## src/rtl/adc_scan_seq_if.sv

```systemverilog
// ADC scan sequencer bus: conversion handshake to the ADC macro and the
// averaged-result valid/ready stream toward the consumer.
interface adc_scan_seq_if #(
   parameter int unsigned DW = 12
);
   logic          adc_soc;
   logic [2:0]    adc_sel;
   logic          adc_eoc;
   logic [DW-1:0] adc_dout;
   logic          out_valid;
   logic          out_ready;
   logic [DW-1:0] out_data;
   logic [2:0]    out_ch;

   modport master (
      output adc_soc, adc_sel, out_valid, out_data, out_ch,
      input  adc_eoc, adc_dout, out_ready
   );

   modport slave (
      input  adc_soc, adc_sel, out_valid, out_data, out_ch,
      output adc_eoc, adc_dout, out_ready
   );
endinterface

```

## src/rtl/adc_scan_seq.sv

```systemverilog
// Multi-channel ADC scan sequencer: scans the enabled channels, averages
// 2^AVG_LOG2 conversions per channel and streams (channel, average) results.
module adc_scan_seq #(
   parameter int unsigned CH_NUM     = 8,
   parameter int unsigned DW         = 12,
   parameter int unsigned AVG_LOG2   = 2,
   parameter int unsigned SOC_CYCLES = 2,
   parameter int unsigned TIMEOUT    = 1024
) (
   input  logic              clk,
   input  logic              rst,
   input  logic              start,
   input  logic              cont,
   input  logic [CH_NUM-1:0] ch_mask,
   input  logic              err_clr,
   output logic              busy,
   output logic              timeout_err,
   adc_scan_seq_if.master    bus
);
   localparam int unsigned AW = DW + AVG_LOG2;
   localparam int unsigned CW = AVG_LOG2 + 1;
   localparam int unsigned SW = (SOC_CYCLES > 1) ? $clog2(SOC_CYCLES) : 1;
   localparam int unsigned TW = (TIMEOUT > 1) ? $clog2(TIMEOUT) : 1;

   localparam logic [CW-1:0] AVG_N    = CW'(2 ** AVG_LOG2);
   localparam logic [SW-1:0] SOC_LAST = SW'(SOC_CYCLES - 1);
   localparam logic [TW-1:0] TMO_LAST = TW'(TIMEOUT - 1);

   typedef enum logic [2:0] {IDLE, SOC, WAIT, OUT, NEXT} state_t;

   state_t            state;
   logic [CH_NUM-1:0] mask_q;
   logic [2:0]        ch;
   logic [AW-1:0]     acc;
   logic [CW-1:0]     cnt;
   logic [SW-1:0]     soc_cnt;
   logic [TW-1:0]     tmo_cnt;
   logic              eoc_q;
   logic              soc_q;
   logic              out_valid_q;
   logic [DW-1:0]     out_data_q;
   logic [2:0]        out_ch_q;

   logic [2:0]        first_ch_c;
   logic              first_ok_c;
   logic [2:0]        next_ch_c;
   logic              next_ok_c;
   logic              eoc_edge_c;
   logic [AW-1:0]     acc_sum_c;
   logic [CW-1:0]     cnt_inc_c;

   assign bus.adc_soc   = soc_q;
   assign bus.adc_sel   = ch;
   assign bus.out_valid = out_valid_q;
   assign bus.out_data  = out_data_q;
   assign bus.out_ch    = out_ch_q;

   assign eoc_edge_c = bus.adc_eoc & ~eoc_q;
   assign acc_sum_c  = acc + AW'(bus.adc_dout);
   assign cnt_inc_c  = cnt + CW'(1);

   // Lowest enabled channel of the live mask (scan start / wrap) and the next
   // higher enabled channel of the latched mask (advance within a scan).
   always_comb begin
      first_ch_c = '0;
      first_ok_c = 1'b0;
      next_ch_c  = '0;
      next_ok_c  = 1'b0;
      for (int i = int'(CH_NUM) - 1; i >= 0; i--) begin
         if (ch_mask[i]) begin
            first_ch_c = 3'(i);
            first_ok_c = 1'b1;
         end
         if (mask_q[i] && (i > int'(ch))) begin
            next_ch_c = 3'(i);
            next_ok_c = 1'b1;
         end
      end
   end

   always_ff @(posedge clk or posedge rst) begin
      if (rst) begin
         state       <= IDLE;
         mask_q      <= '0;
         ch          <= '0;
         acc         <= '0;
         cnt         <= '0;
         soc_cnt     <= '0;
         tmo_cnt     <= '0;
         eoc_q       <= 1'b0;
         soc_q       <= 1'b0;
         out_valid_q <= 1'b0;
         out_data_q  <= '0;
         out_ch_q    <= '0;
         busy        <= 1'b0;
         timeout_err <= 1'b0;
      end else begin
         eoc_q <= bus.adc_eoc;
         // A timeout set later in this block overrides a same-cycle clear.
         if (err_clr) timeout_err <= 1'b0;

         unique case (state)
            IDLE: begin
               if (start && first_ok_c) begin
                  mask_q  <= ch_mask;
                  ch      <= first_ch_c;
                  soc_cnt <= '0;
                  soc_q   <= 1'b1;
                  busy    <= 1'b1;
                  state   <= SOC;
               end
            end

            SOC: begin
               if (soc_cnt == SOC_LAST) begin
                  soc_q   <= 1'b0;
                  tmo_cnt <= '0;
                  state   <= WAIT;
               end else begin
                  soc_cnt <= soc_cnt + SW'(1);
               end
            end

            WAIT: begin
               if (eoc_edge_c) begin
                  if (cnt_inc_c == AVG_N) begin
                     out_data_q  <= DW'(acc_sum_c >> AVG_LOG2);
                     out_ch_q    <= ch;
                     out_valid_q <= 1'b1;
                     state       <= OUT;
                  end else begin
                     acc     <= acc_sum_c;
                     cnt     <= cnt_inc_c;
                     soc_cnt <= '0;
                     soc_q   <= 1'b1;
                     state   <= SOC;
                  end
               end else if (tmo_cnt == TMO_LAST) begin
                  timeout_err <= 1'b1;
                  state       <= NEXT;
               end else begin
                  tmo_cnt <= tmo_cnt + TW'(1);
               end
            end

            OUT: begin
               if (bus.out_ready) begin
                  out_valid_q <= 1'b0;
                  state       <= NEXT;
               end
            end

            NEXT: begin
               acc <= '0;
               cnt <= '0;
               if (next_ok_c) begin
                  ch      <= next_ch_c;
                  soc_cnt <= '0;
                  soc_q   <= 1'b1;
                  state   <= SOC;
               end else if (cont && first_ok_c) begin
                  // Continuous wrap re-latches the live mask.
                  mask_q  <= ch_mask;
                  ch      <= first_ch_c;
                  soc_cnt <= '0;
                  soc_q   <= 1'b1;
                  state   <= SOC;
               end else begin
                  busy  <= 1'b0;
                  state <= IDLE;
               end
            end

            default: state <= IDLE;
         endcase
      end
   end
endmodule

```

## src/flat_wrapper.sv

```systemverilog
// flat-port wrapper written by rule: the top's interface ports become plain ports
module adc_scan_seq_flat 
#(
   parameter int unsigned CH_NUM     = 8,
   parameter int unsigned DW         = 12,
   parameter int unsigned AVG_LOG2   = 2,
   parameter int unsigned SOC_CYCLES = 2,
   parameter int unsigned TIMEOUT    = 1024
)
  (clk, rst, start, cont, ch_mask, err_clr, busy, timeout_err, bus_adc_soc, bus_adc_sel, bus_out_valid, bus_out_data, bus_out_ch, bus_adc_eoc, bus_adc_dout, bus_out_ready);
  adc_scan_seq_if #(.DW(DW)) bus_i ();
  input  logic clk;
  input  logic rst;
  input  logic start;
  input  logic cont;
  input  logic [CH_NUM-1:0] ch_mask;
  input  logic err_clr;
  output logic busy;
  output logic timeout_err;
  output wire logic [$bits(bus_i.adc_soc)-1:0] bus_adc_soc;
  output wire logic [$bits(bus_i.adc_sel)-1:0] bus_adc_sel;
  output wire logic [$bits(bus_i.out_valid)-1:0] bus_out_valid;
  output wire logic [$bits(bus_i.out_data)-1:0] bus_out_data;
  output wire logic [$bits(bus_i.out_ch)-1:0] bus_out_ch;
  input wire logic [$bits(bus_i.adc_eoc)-1:0] bus_adc_eoc;
  input wire logic [$bits(bus_i.adc_dout)-1:0] bus_adc_dout;
  input wire logic [$bits(bus_i.out_ready)-1:0] bus_out_ready;
  assign bus_adc_soc = bus_i.adc_soc;
  assign bus_adc_sel = bus_i.adc_sel;
  assign bus_out_valid = bus_i.out_valid;
  assign bus_out_data = bus_i.out_data;
  assign bus_out_ch = bus_i.out_ch;
  assign bus_i.adc_eoc = bus_adc_eoc;
  assign bus_i.adc_dout = bus_adc_dout;
  assign bus_i.out_ready = bus_out_ready;
  adc_scan_seq #(.CH_NUM(CH_NUM), .DW(DW), .AVG_LOG2(AVG_LOG2), .SOC_CYCLES(SOC_CYCLES), .TIMEOUT(TIMEOUT)) u_core (.clk(clk), .rst(rst), .start(start), .cont(cont), .ch_mask(ch_mask), .err_clr(err_clr), .busy(busy), .timeout_err(timeout_err), .bus(bus_i));
endmodule
```

## config.mk

```make
export PLATFORM = sky130hd
export DESIGN_NAME = adc_scan_seq_flat
export DESIGN_NICKNAME = d
export VERILOG_FILES = /design/src/rtl/adc_scan_seq_if.sv /design/src/rtl/adc_scan_seq.sv /design/src/flat_wrapper.sv
export SDC_FILE = /design/constraint.sdc
export NUM_CORES = 1
export LEC_CHECK = 0
export BUFFER_PORTS_ARGS = -buffer_cell sky130_fd_sc_hd__buf_4
export CAP_MARGIN = 20
export CORE_MARGIN = 5
export CORE_UTILIZATION = 56
export CTS_CLUSTER_DIAMETER = 80
export DETAILED_ROUTE_END_ITERATION = 8
export GPL_ROUTABILITY_DRIVEN = 0
export GPL_TIMING_DRIVEN = 0
export PLACE_DENSITY = 0.77
export SLEW_MARGIN = 30
export SYNTH_ARGS = -nofsm -noshare
export SYNTH_HDL_FRONTEND = slang
export SYNTH_SLANG_ARGS = --single-unit
```

## constraint.sdc

```tcl
create_clock -name clk -period 2.9 [get_ports clk]
set_input_delay 0.29 -clock clk [delete_from_list [all_inputs] [get_ports clk]]
set_output_delay 0.29 -clock clk [all_outputs]
set_load 0.01 [all_outputs]
```

==> flow_summary.yaml, run 1 <==
clock_tree:
  cts_max_path_buffers: 2
  postCtsSetupRepairBufs: 0
  cts_tree: "done"
  cts_htree_levels: 3
  cts_buffers: 9
  cts.sinks: 61
  clk_transition_reported_paths_ns: 0.07
  cts-root-buf: "clkbuf_8"
  clock_latency_ns: 0.34
finish:
  fillers: 506
  n_antenna_cell: 0
  utilization: 0.6778
  area_growth_pct: 18.96
  multi_input_area_sq_um: 1947
  drive_above_1_share: 0.2512
  final_common_cell: "dfrtp_1"
  nNetsFinal: 457
  final_cell_mix: "dfrtp_1 (61), buf_4 (50), nor2_1 (29), nand2_1 (25), o21ai_0 (25)"
  seqCellArea_sq_um: 1526
timing:
  hold_viol_final: 0
  finalCritPeriodShare: 0.8133
  min_period_ns: 2.359
  fin_hold_ws_ns: 0.06622
  drv_slew: 0
  skew_ns: 0.01040
  setup_tns_ns: 0
  max_freq_mhz: 424.0
  setup_viol: 0
  relSlewSlack: 0.7201
  rsz0062_at_grt: "false"
  worstMarginPinSlew_ns: 0.4154
yosys:
  yosysTopAreaCell: "dfrtp_1"
  netlist_area_sq_um: 3597
  synth_flop_cell: "dfrtp_1"
  ys_types: 65
  synth.top_cell.area_share: 0.4243
  ys_seq_elements: 61
  synth_edf_count: 0
  yosys-top-cells-area: "dfrtp_1 (42%), ha_1 (5.2%), mux2_2 (3.8%)"
  async_reset_ff_frac: 1.000
  synth.net_count: 396
  ys_warn_count: 0
  ys_seq_area_frac: 0.4243
  synth_cells: 353
  avgSynthCellArea_sq_um: 10.19
worst_setup_path:
  start_kind: "register"
  cp.arrival_ns: 2.58
  worstPathRequired_ns: 3.12
  worstSetupPathType: "register to register"
  crit_start: "u_core.acc[0]$_DFFE_PP0P_"
  path_max_fanout: 3
  crit-reg2reg-launch: "u_core.acc[0]$_DFFE_PP0P_"
  crit_path_end_kind: "register"
route:
  drcViolationCount: 0
  ant_nets: 0
  wl_per_cell_um: 15.34
  viasPerCell: 5.873
  vias: 2907
  drt-initial-drc-count: 107
  first_pass_iters: 4
  wl_mm: 7.592
global_routing:
  grt_remaining_overflow: 0
  grt_max_degree: 39
  grt_pass1_vias: 2860
  grt.total_usage: 0.1951
  grt_antenna_before_repair: 0
  grt_pass1_wl_mm: 13.26
flow_run:
  max_cap_violations: 0
place:
  place_hpwl_mm: 5.480
  io_buffers: 48
floorplan:
  start_util: 0.5698
  die_area_sq_um: 8126
  core_sq_um: 6314
  core.rowCount: 29
  die_y_um: 90.15
  die_w_um: 90.15
  pin_count: 49
run_status:
  status: "completed"
worst_hold_path:
  min-delay-start: "bus_adc_eoc"
  worst_hold_path_type: "input port to register"
power:
  p_per_area_nw_per_um2: 836.0
  ir_drop_mv: 0.4830
  leakage_nw: 2.056
## worst max-delay path: stages (launching register included)
cell and delay, ns:
dfrtp_1 0.38, ha_1 0.21, inv_1 0.06, fa_1 0.42
nand2b_1 0.18, a21oi_1 0.23, o2111ai_1 0.20, a31oi_1 0.30
xnor2_1 0.17, o21ai_0 0.09
## timing repair
item | CTS | global route
hold buffers | 1 | 0
gates resized for setup | 0 | 0
endpoints found under the hold margin | 23 | 0
## final timing paths
check | to | slack [ns] | depth (start not counted)
min in group asynchronous | u_core.acc[0]$_DFFE_PP0P_ | 0.48 | 3
worst max-delay path | u_core.bus.out_data[10]$_DFFE_PP0P_ | 0.54 | 9
worst max register to register | u_core.bus.out_data[10]$_DFFE_PP0P_ | 0.54 | 9
worst min-delay path | u_core.eoc_q$_DFF_PP0_ | 0.07 | 1
max in group asynchronous | u_core.soc_cnt$_DFFE_PP0P_ | 1.92 | 4
worst min register to register | u_core.bus.out_ch[2]$_DFFE_PP0P_ | 0.49 | 2
## cells in the mapped netlist (3+ instances only)
cell       n
buf_6      4
mux2_2    12
a21oi_1   20
a21o_1     6
dfrtp_1   61
nand2b_1  13
nor2b_1    5
inv_1     11
ha_1      15
a22o_1    11
mux2_4     8
o21ai_0   25
nor2_1    29
xnor2_1    9
a31oi_1    3
buf_2      3
nor4b_1    3
xor2_1    11
nand2_1   25
mux2i_1    4
o211ai_1   3
nand3_1   10
o21bai_1   3
nand4_1    6
## power by group
part	total, mW	switching (mW)	internal (mW)
logic	1.55	0.829	0.724
registers	1.26	0.195	1.06
clock network	0.765	0.324	0.441
total	3.58	1.35	2.23
## metrics by stage
step,worst slack (ns),power [mW],area (sq um),cells
after floorplan,0.9012,2.419,3597,353
after global placement,0.3392,2.744,4054,478
after detailed placement,0.5945,2.801,4076,479
after CTS,0.5671,3.586,4279,495
after global routing,0.3369,3.836,4279,495
final,0.5414,3.578,4279,495
## registers in the layout, indices dropped and copies added, names as in the netlist
name                  flops
u_core.tmo_cnt           10
u_core.timeout_err        1
u_core.bus.adc_soc        1
u_core.eoc_q              1
u_core.bus.adc_sel        3
u_core.soc_cnt            1
u_core.state              3
u_core.bus.out_data      12
u_core.busy               1
u_core.mask_q             7
u_core.cnt                3
u_core.acc               14
u_core.bus.out_valid      1
u_core.bus.out_ch         3
## kinds of logic (layout without fill, tap and decap cells)
family,after synthesis,in the layout,share of synthesized area
muxes,25,25,0.08522
xor gates and xnor gates,20,20,0.04870
buffers and inverters,22,87,0.03443
DFF,61,61,0.4243
and+or+nand+nor,116,116,0.1770
adders and majority gates,16,16,0.05774
AOI/OAI and AO/OA,93,93,0.1725
## layout make-up
class | instances | share of cell area
multi-input cells | 270 | 0.4550
flip-flops and latches | 61 | 0.3567
repair buffers | 50 | 0.09123
clock buffers | 14 | 0.03801
well taps | 77 | 0.02251
plain buffers | 11 | 0.01930
inverters | 11 | 0.01023
clock inverters | 1 | 0.007018
## routing by layer
metal / GRT usage / part of all wire / up-vias / wire (um)
li1: - / - / 1400 / -
met1: 0.2468 / 0.44 / 1402 / 3354
met2: 0.3244 / 0.49 / 87 / 3697
met3: 0.03840 / 0.050 / 18 / 378
met4: 0.08313 / 0.021 / 0 / 160
met5: 0 / 0 / - / 0
No activity file was read; power rests on OpenSTA's default activity.
==> run 2, diff against run 1 <==
CORE_UTILIZATION = 52   (was 56)
PLACE_DENSITY = 0.75   (was 0.77)
clock period = 2.05 ns   (was 2.9 ns; I/O delays follow)
==> flow_summary.yaml, run 2 (synthesis results as in run 1) <==
run_status:
  status: "completed"
global_routing:
  grt_antenna_before_repair: 0
  grt_pass1_vias: 3008
  grt_pass1_wl_mm: 13.77
  grt.total_usage: 0.1990
  grt_remaining_overflow: 0
  grt_max_degree: 50
place:
  post-place-ws_ns: -0.2371
  dp.cells: 482
  place_hpwl_mm: 5.570
  place_area_sq_um: 4088
  io_buffers: 48
worst_setup_path:
  slowest_stage: "dfrtp_1"
  crit-reg2reg-launch: "u_core.acc[0]$_DFFE_PP0P_"
  worstSetupPathType: "register to register"
  r2r_slack_ns: 0.05
  crit_buf_inv: 1
  reg2regPathDepth: 9
  crit_path_end_kind: "register"
  worstPathRequired_ns: 2.28
  cp.arrival_ns: 2.23
  critPathMaxStageDelay_ns: 0.40
  reg2reg_to: "u_core.bus.out_data[6]$_DFFE_PP0P_"
  path_delay_family: "adder cells"
  path_cells: "ha_4 -> inv_2 -> fa_2 -> nand2b_4 -> a21oi_4 -> nor2b_2 -> o21ai_1 -> xor2_1 -> mux2_4"
  path_max_fanout: 2
  start_kind: "register"
power:
  ir_drop_mv: 0.5213
  leakage_nw: 2.106
  p_per_area_nw_per_um2: 1197
clock_tree:
  cts.sinks: 61
  clock_latency_ns: 0.34
  clk_transition_reported_paths_ns: 0.07
  cts-root-buf: "clkbuf_8"
  cts_htree_levels: 3
  cts_tree: "done"
  cts_max_path_buffers: 2
  cts_buffers: 9
timing:
  worstMarginPinSlew_ns: 0.3972
  rsz0062_at_grt: "true"
  relSlewSlack: 0.7315
  setup_viol: 0
  fin_hold_ws_ns: 0.04813
  drv_slew: 0
  fin_ws_ns: 0.04638
  finalCritPeriodShare: 0.9774
  min_period_ns: 2.004
  max_freq_mhz: 499.1
  skew_ns: 0.009097
  hold_viol_final: 0
worst_hold_path:
  min-delay-start: "err_clr"
  holdPathStages: 2
  hold_path_end: "u_core.timeout_err$_DFF_PP0_"
  worst_hold_path_type: "input port to register"
finish:
  n_antenna_cell: 0
  drive_above_1_share: 0.3090
  final_cell_mix: "dfrtp_1 (61), buf_4 (54), nor2_1 (29), nand2_1 (25), o21ai_0 (22)"
  regMostFlops: "u_core.acc"
  stdcell_area_sq_um: 4507
  fillers: 528
  area_growth_pct: 25.29
  instances_no_fill: 504
  largest_reg_flops: 14
  nNetsFinal: 462
  final_common_cell: "dfrtp_1"
  utilization: 0.6670
floorplan:
  die_area_sq_um: 8681
  die_y_um: 93.17
  start_util: 0.5324
  die_w_um: 93.17
  pin_count: 49
  core.rowCount: 30
  core_sq_um: 6756
route:
  ant_nets: 0
  viasPerCell: 5.651
  wl_mm: 8.034
  first_pass_iters: 4
  vias: 2848
  drcViolationCount: 0
  drt-initial-drc-count: 104
  wl_per_cell_um: 15.94
flow_run:
  max_cap_violations: 0
==> run 2: cell count changes in the layout (fill, tap and decap cells not counted), sizes merged <==
cell | before | now
dlygate4sd3 | 1 | 2
clkinvlp | 0 | 1
clkinv | 0 | 1
buf | 58 | 62
clkbuf | 16 | 15
==> run 2: worst max-delay path by stage <==
stage	startpoint	end	slack [ns]	depth (start not counted)
global route	u_core.acc[0]$_DFFE_PP0P_	u_core.bus.out_data[9]$_DFFE_PP0P_	-0.04	8
CTS	u_core.acc[0]$_DFFE_PP0P_	u_core.bus.out_data[10]$_DFFE_PP0P_	-0.009	9
detailed placement	u_core.acc[0]$_DFFE_PP0P_	u_core.bus.out_data[10]$_DFFE_PP0P_	-0.24	9
floorplan	u_core.acc[0]$_DFFE_PP0P_	u_core.bus.out_data[6]$_DFFE_PP0P_	0.05	9
finish	u_core.acc[0]$_DFFE_PP0P_	u_core.bus.out_data[6]$_DFFE_PP0P_	0.05	9
global placement	rst	u_core.mask_q[7]$_DFFE_PP0P_	-0.46	2
==> run 2: final cells by class <==
cell class | instances | area [sq um] | share of cell area
flip-flops and latches | 61 | 1526 | 0.3387
clock buffers | 13 | 168.9 | 0.03748
plain buffers | 11 | 82.58 | 0.01832
clock inverters | 3 | 42.54 | 0.009439
repair buffers | 55 | 437.9 | 0.09717
multi-input cells | 270 | 2105 | 0.4670
well taps | 80 | 100.1 | 0.02221
inverters | 11 | 43.79 | 0.009717
==> run 2: routing by layer <==
metal | wire [um] | track usage | vias up | share of wire
met1 | 3627 | 0.2548 | 1366 | 0.45
met3 | 346 | 0.05149 | 17 | 0.043
li1 | - | - | 1408 | -
met5 | 0 | 0 | - | 0
met2 | 3896 | 0.3257 | 57 | 0.48
met4 | 163 | 0.07082 | 0 | 0.020
==> run 2: through the flow <==
stage | setup TNS, ns | power (mW)
global route | -0.1469 | 5.811
finish | 0 | 5.395
floorplan | 0 | 3.421
global placement | -28.93 | 3.885
detailed placement | -1.440 | 3.964
CTS | -0.009248 | 5.226
==> run 2: what timing repair did <==
item,CTS,global route
pin swaps,6,7
hold buffers,2,0
gates resized for setup,14,14
hold endpoints to repair,13,0
buffers inserted,2,2
endpoints found under the setup margin,13,25
==> run 2: report_power, final <==
part           leakage [nW]  switching, mW  internal (mW)
combinational          1.21           1.29           1.17
clock                 0.106          0.477          0.660
sequential            0.791          0.294           1.50
total                  2.11           2.06           3.33
==> run 3, diff against run 2 <==
--- a/config.mk
+++ b/config.mk
@@ -9,5 +9,5 @@
 export CAP_MARGIN = 20
-export CORE_MARGIN = 5
+export CORE_MARGIN = 2
 export CORE_UTILIZATION = 52
-export CTS_CLUSTER_DIAMETER = 80
+export CTS_CLUSTER_DIAMETER = 50
 export DETAILED_ROUTE_END_ITERATION = 8
==> constraint.sdc (replaced) <==
create_clock -name clk -period 2.05 [get_ports clk]
set_input_delay 0.1025 -clock clk [delete_from_list [all_inputs] [get_ports clk]]
set_output_delay 0.1025 -clock clk [all_outputs]
set_load 0.01 [all_outputs]
==> flow_summary.yaml, run 3 (synthesis results as in run 1) <==
run_status:
  status: "finished with violations"
  violations: "setup timing"
worst_setup_path:
  worstPathRequired_ns: 2.28
  reg2reg_to: "u_core.bus.out_data[8]$_DFFE_PP0P_"
  crit_path_end_kind: "register"
  cp.arrival_ns: 2.28
  r2r_slack_ns: -0.006
  crit-reg2reg-launch: "u_core.acc[0]$_DFFE_PP0P_"
  slowest_stage: "dfrtp_1"
  path_cells: "ha_4 -> inv_2 -> fa_2 -> nand2b_4 -> a21oi_4 -> o2111ai_4 -> nand2_2 -> xor2_2 -> mux2_4"
  reg2regPathDepth: 9
  start_kind: "register"
  critPathMaxStageDelay_ns: 0.39
  path_max_fanout: 2
  worstSetupPathType: "register to register"
power:
  leakage_nw: 2.132
  switchingPower_mw: 2.055
  seqPwrFrac: 0.330
  p_int_mw: 3.361
  power.share.clock: 0.209
  ir_drop_mv: 0.5238
  pwr-share-comb: 0.460
  p_sw_frac: 0.3794
  p_per_area_nw_per_um2: 1189
worst_hold_path:
  worst_hold_path_type: "input port to register"
  hold_path_end: "u_core.mask_q[5]$_DFFE_PP0P_"
  holdPathStages: 2
  min-delay-start: "ch_mask[5]"
floorplan:
  core_sq_um: 6756
  die_y_um: 87.17
  start_util: 0.5324
  core.rowCount: 30
  die_w_um: 87.17
  die_area_sq_um: 7599
  pin_count: 49
route:
  first_pass_iters: 4
  drt-initial-drc-count: 126
  vias: 2904
  wl_per_cell_um: 15.88
  drcViolationCount: 0
  ant_nets: 0
  wl_mm: 8.113
  viasPerCell: 5.683
global_routing:
  grt_pass1_vias: 2925
  grt_remaining_overflow: 0
  grt.total_usage: 0.2215
  grt_pass1_wl_mm: 13.21
  grt_max_degree: 46
  grt_antenna_before_repair: 0
clock_tree:
  cts_buffers: 9
  cts-root-buf: "clkbuf_8"
  clock_latency_ns: 0.35
  cts_max_path_buffers: 2
  cts_tree: "done"
  cts_htree_levels: 3
  clk_transition_reported_paths_ns: 0.08
  cts.sinks: 61
finish:
  final_cell_mix: "buf_4 (60), dfrtp_1 (60), nor2_1 (29), nand2_1 (24), o21ai_0 (23)"
  seqCellArea_sq_um: 1528
  n_antenna_cell: 0
  drive_above_1_share: 0.3202
  regMostFlops: "u_core.acc"
  fillers: 540
  utilization: 0.6741
  multi_input_area_sq_um: 2096
  stdcell_area_sq_um: 4554
  area_growth_pct: 26.61
  nNetsFinal: 469
  largest_reg_flops: 14
timing:
  setup_viol: 1
  worstMarginPinSlew_ns: 0.4255
  fin_ws_ns: -0.006419
  setup_tns_ns: -0.006419
  hold_viol_final: 0
  skew_ns: 0.01514
  fin_hold_ws_ns: 0.01461
  max_freq_mhz: 486.3
  drv_slew: 0
  relSlewSlack: 0.7123
  rsz0062_at_grt: "true"
  finalCritPeriodShare: 1.003
  min_period_ns: 2.056
place:
  post-place-ws_ns: -0.2640
  place_area_sq_um: 4088
  place_hpwl_mm: 5.523
  io_buffers: 48
flow_run:
  max_cap_violations: 0
run 3: cell count changes in the layout (fill, tap and decap cells not counted), moves of 2 or more:
cell     before  now
a21oi_2       2    0
o21ai_2       1    3
a21oi_1      17   19
buf_4        54   60
o21ai_1       5    3
run 3: layout make-up:
type	instances	area share
multi-input cells	270	0.4602
clock buffers	13	0.03709
flip-flops and latches	61	0.3354
inverters	11	0.009615
well taps	80	0.02198
repair buffers	62	0.1082
plain buffers	11	0.01813
clock inverters	3	0.009341
run 3: power groups by stage:
stage	Clock [mW]	Combinational, mW	Sequential (mW)
2_1_floorplan	0	1.68	1.75
3_3_place_gp	0	2.11	1.78
3_5_place_dp	0	2.18	1.79
4_1_cts	1.16	2.33	1.77
5_1_grt	1.22	2.73	1.83
6_report	1.13	2.49	1.79
run 3: layer usage:
layer | global-route usage | vias up | share of wire
li1 | - | 1423 | -
met1 | 0.2865 | 1404 | 0.46
met2 | 0.3664 | 61 | 0.49
met3 | 0.03507 | 16 | 0.032
met4 | 0.09930 | 0 | 0.023
met5 | 0 | - | 0
run 3: repair_timing:
item,4_1_cts,5_1_grt
setup endpoints to repair,13,16
pin swaps,7,10
hold buffers,3,0
setup buffers,5,5
hold endpoints to repair,25,0
gates resized for setup,14,13
run 3: worst max-delay path by stage:
stage | from | endpoint | depth (start not counted)
6_report | u_core.acc[0]$_DFFE_PP0P_ | u_core.bus.out_data[8]$_DFFE_PP0P_ | 9
5_1_grt | u_core.acc[0]$_DFFE_PP0P_ | u_core.bus.out_data[8]$_DFFE_PP0P_ | 9
4_1_cts | u_core.acc[0]$_DFFE_PP0P_ | u_core.bus.out_data[8]$_DFFE_PP0P_ | 9
3_5_place_dp | u_core.acc[0]$_DFFE_PP0P_ | u_core.bus.out_data[10]$_DFFE_PP0P_ | 9
3_3_place_gp | rst | u_core.mask_q[7]$_DFFE_PP0P_ | 2
2_1_floorplan | u_core.acc[0]$_DFFE_PP0P_ | u_core.bus.out_data[6]$_DFFE_PP0P_ | 9
run 3: critical path: cells and delay by family (launching register included):
kind,cells,cell delay (ns)
compound gates,2,0.37
simple gates,2,0.29
mux,1,0.27
fa+ha+maj,2,0.49
buf+inv,1,0.04
flops,1,0.39
xor+xnor,1,0.08
run 3: stage by stage:
stage / instances / total power [mW]
4_1_cts: 506 / 5.255
6_report: 511 / 5.416
3_3_place_gp: 481 / 3.883
5_1_grt: 511 / 5.790
3_5_place_dp: 482 / 3.964
2_1_floorplan: 353 / 3.421
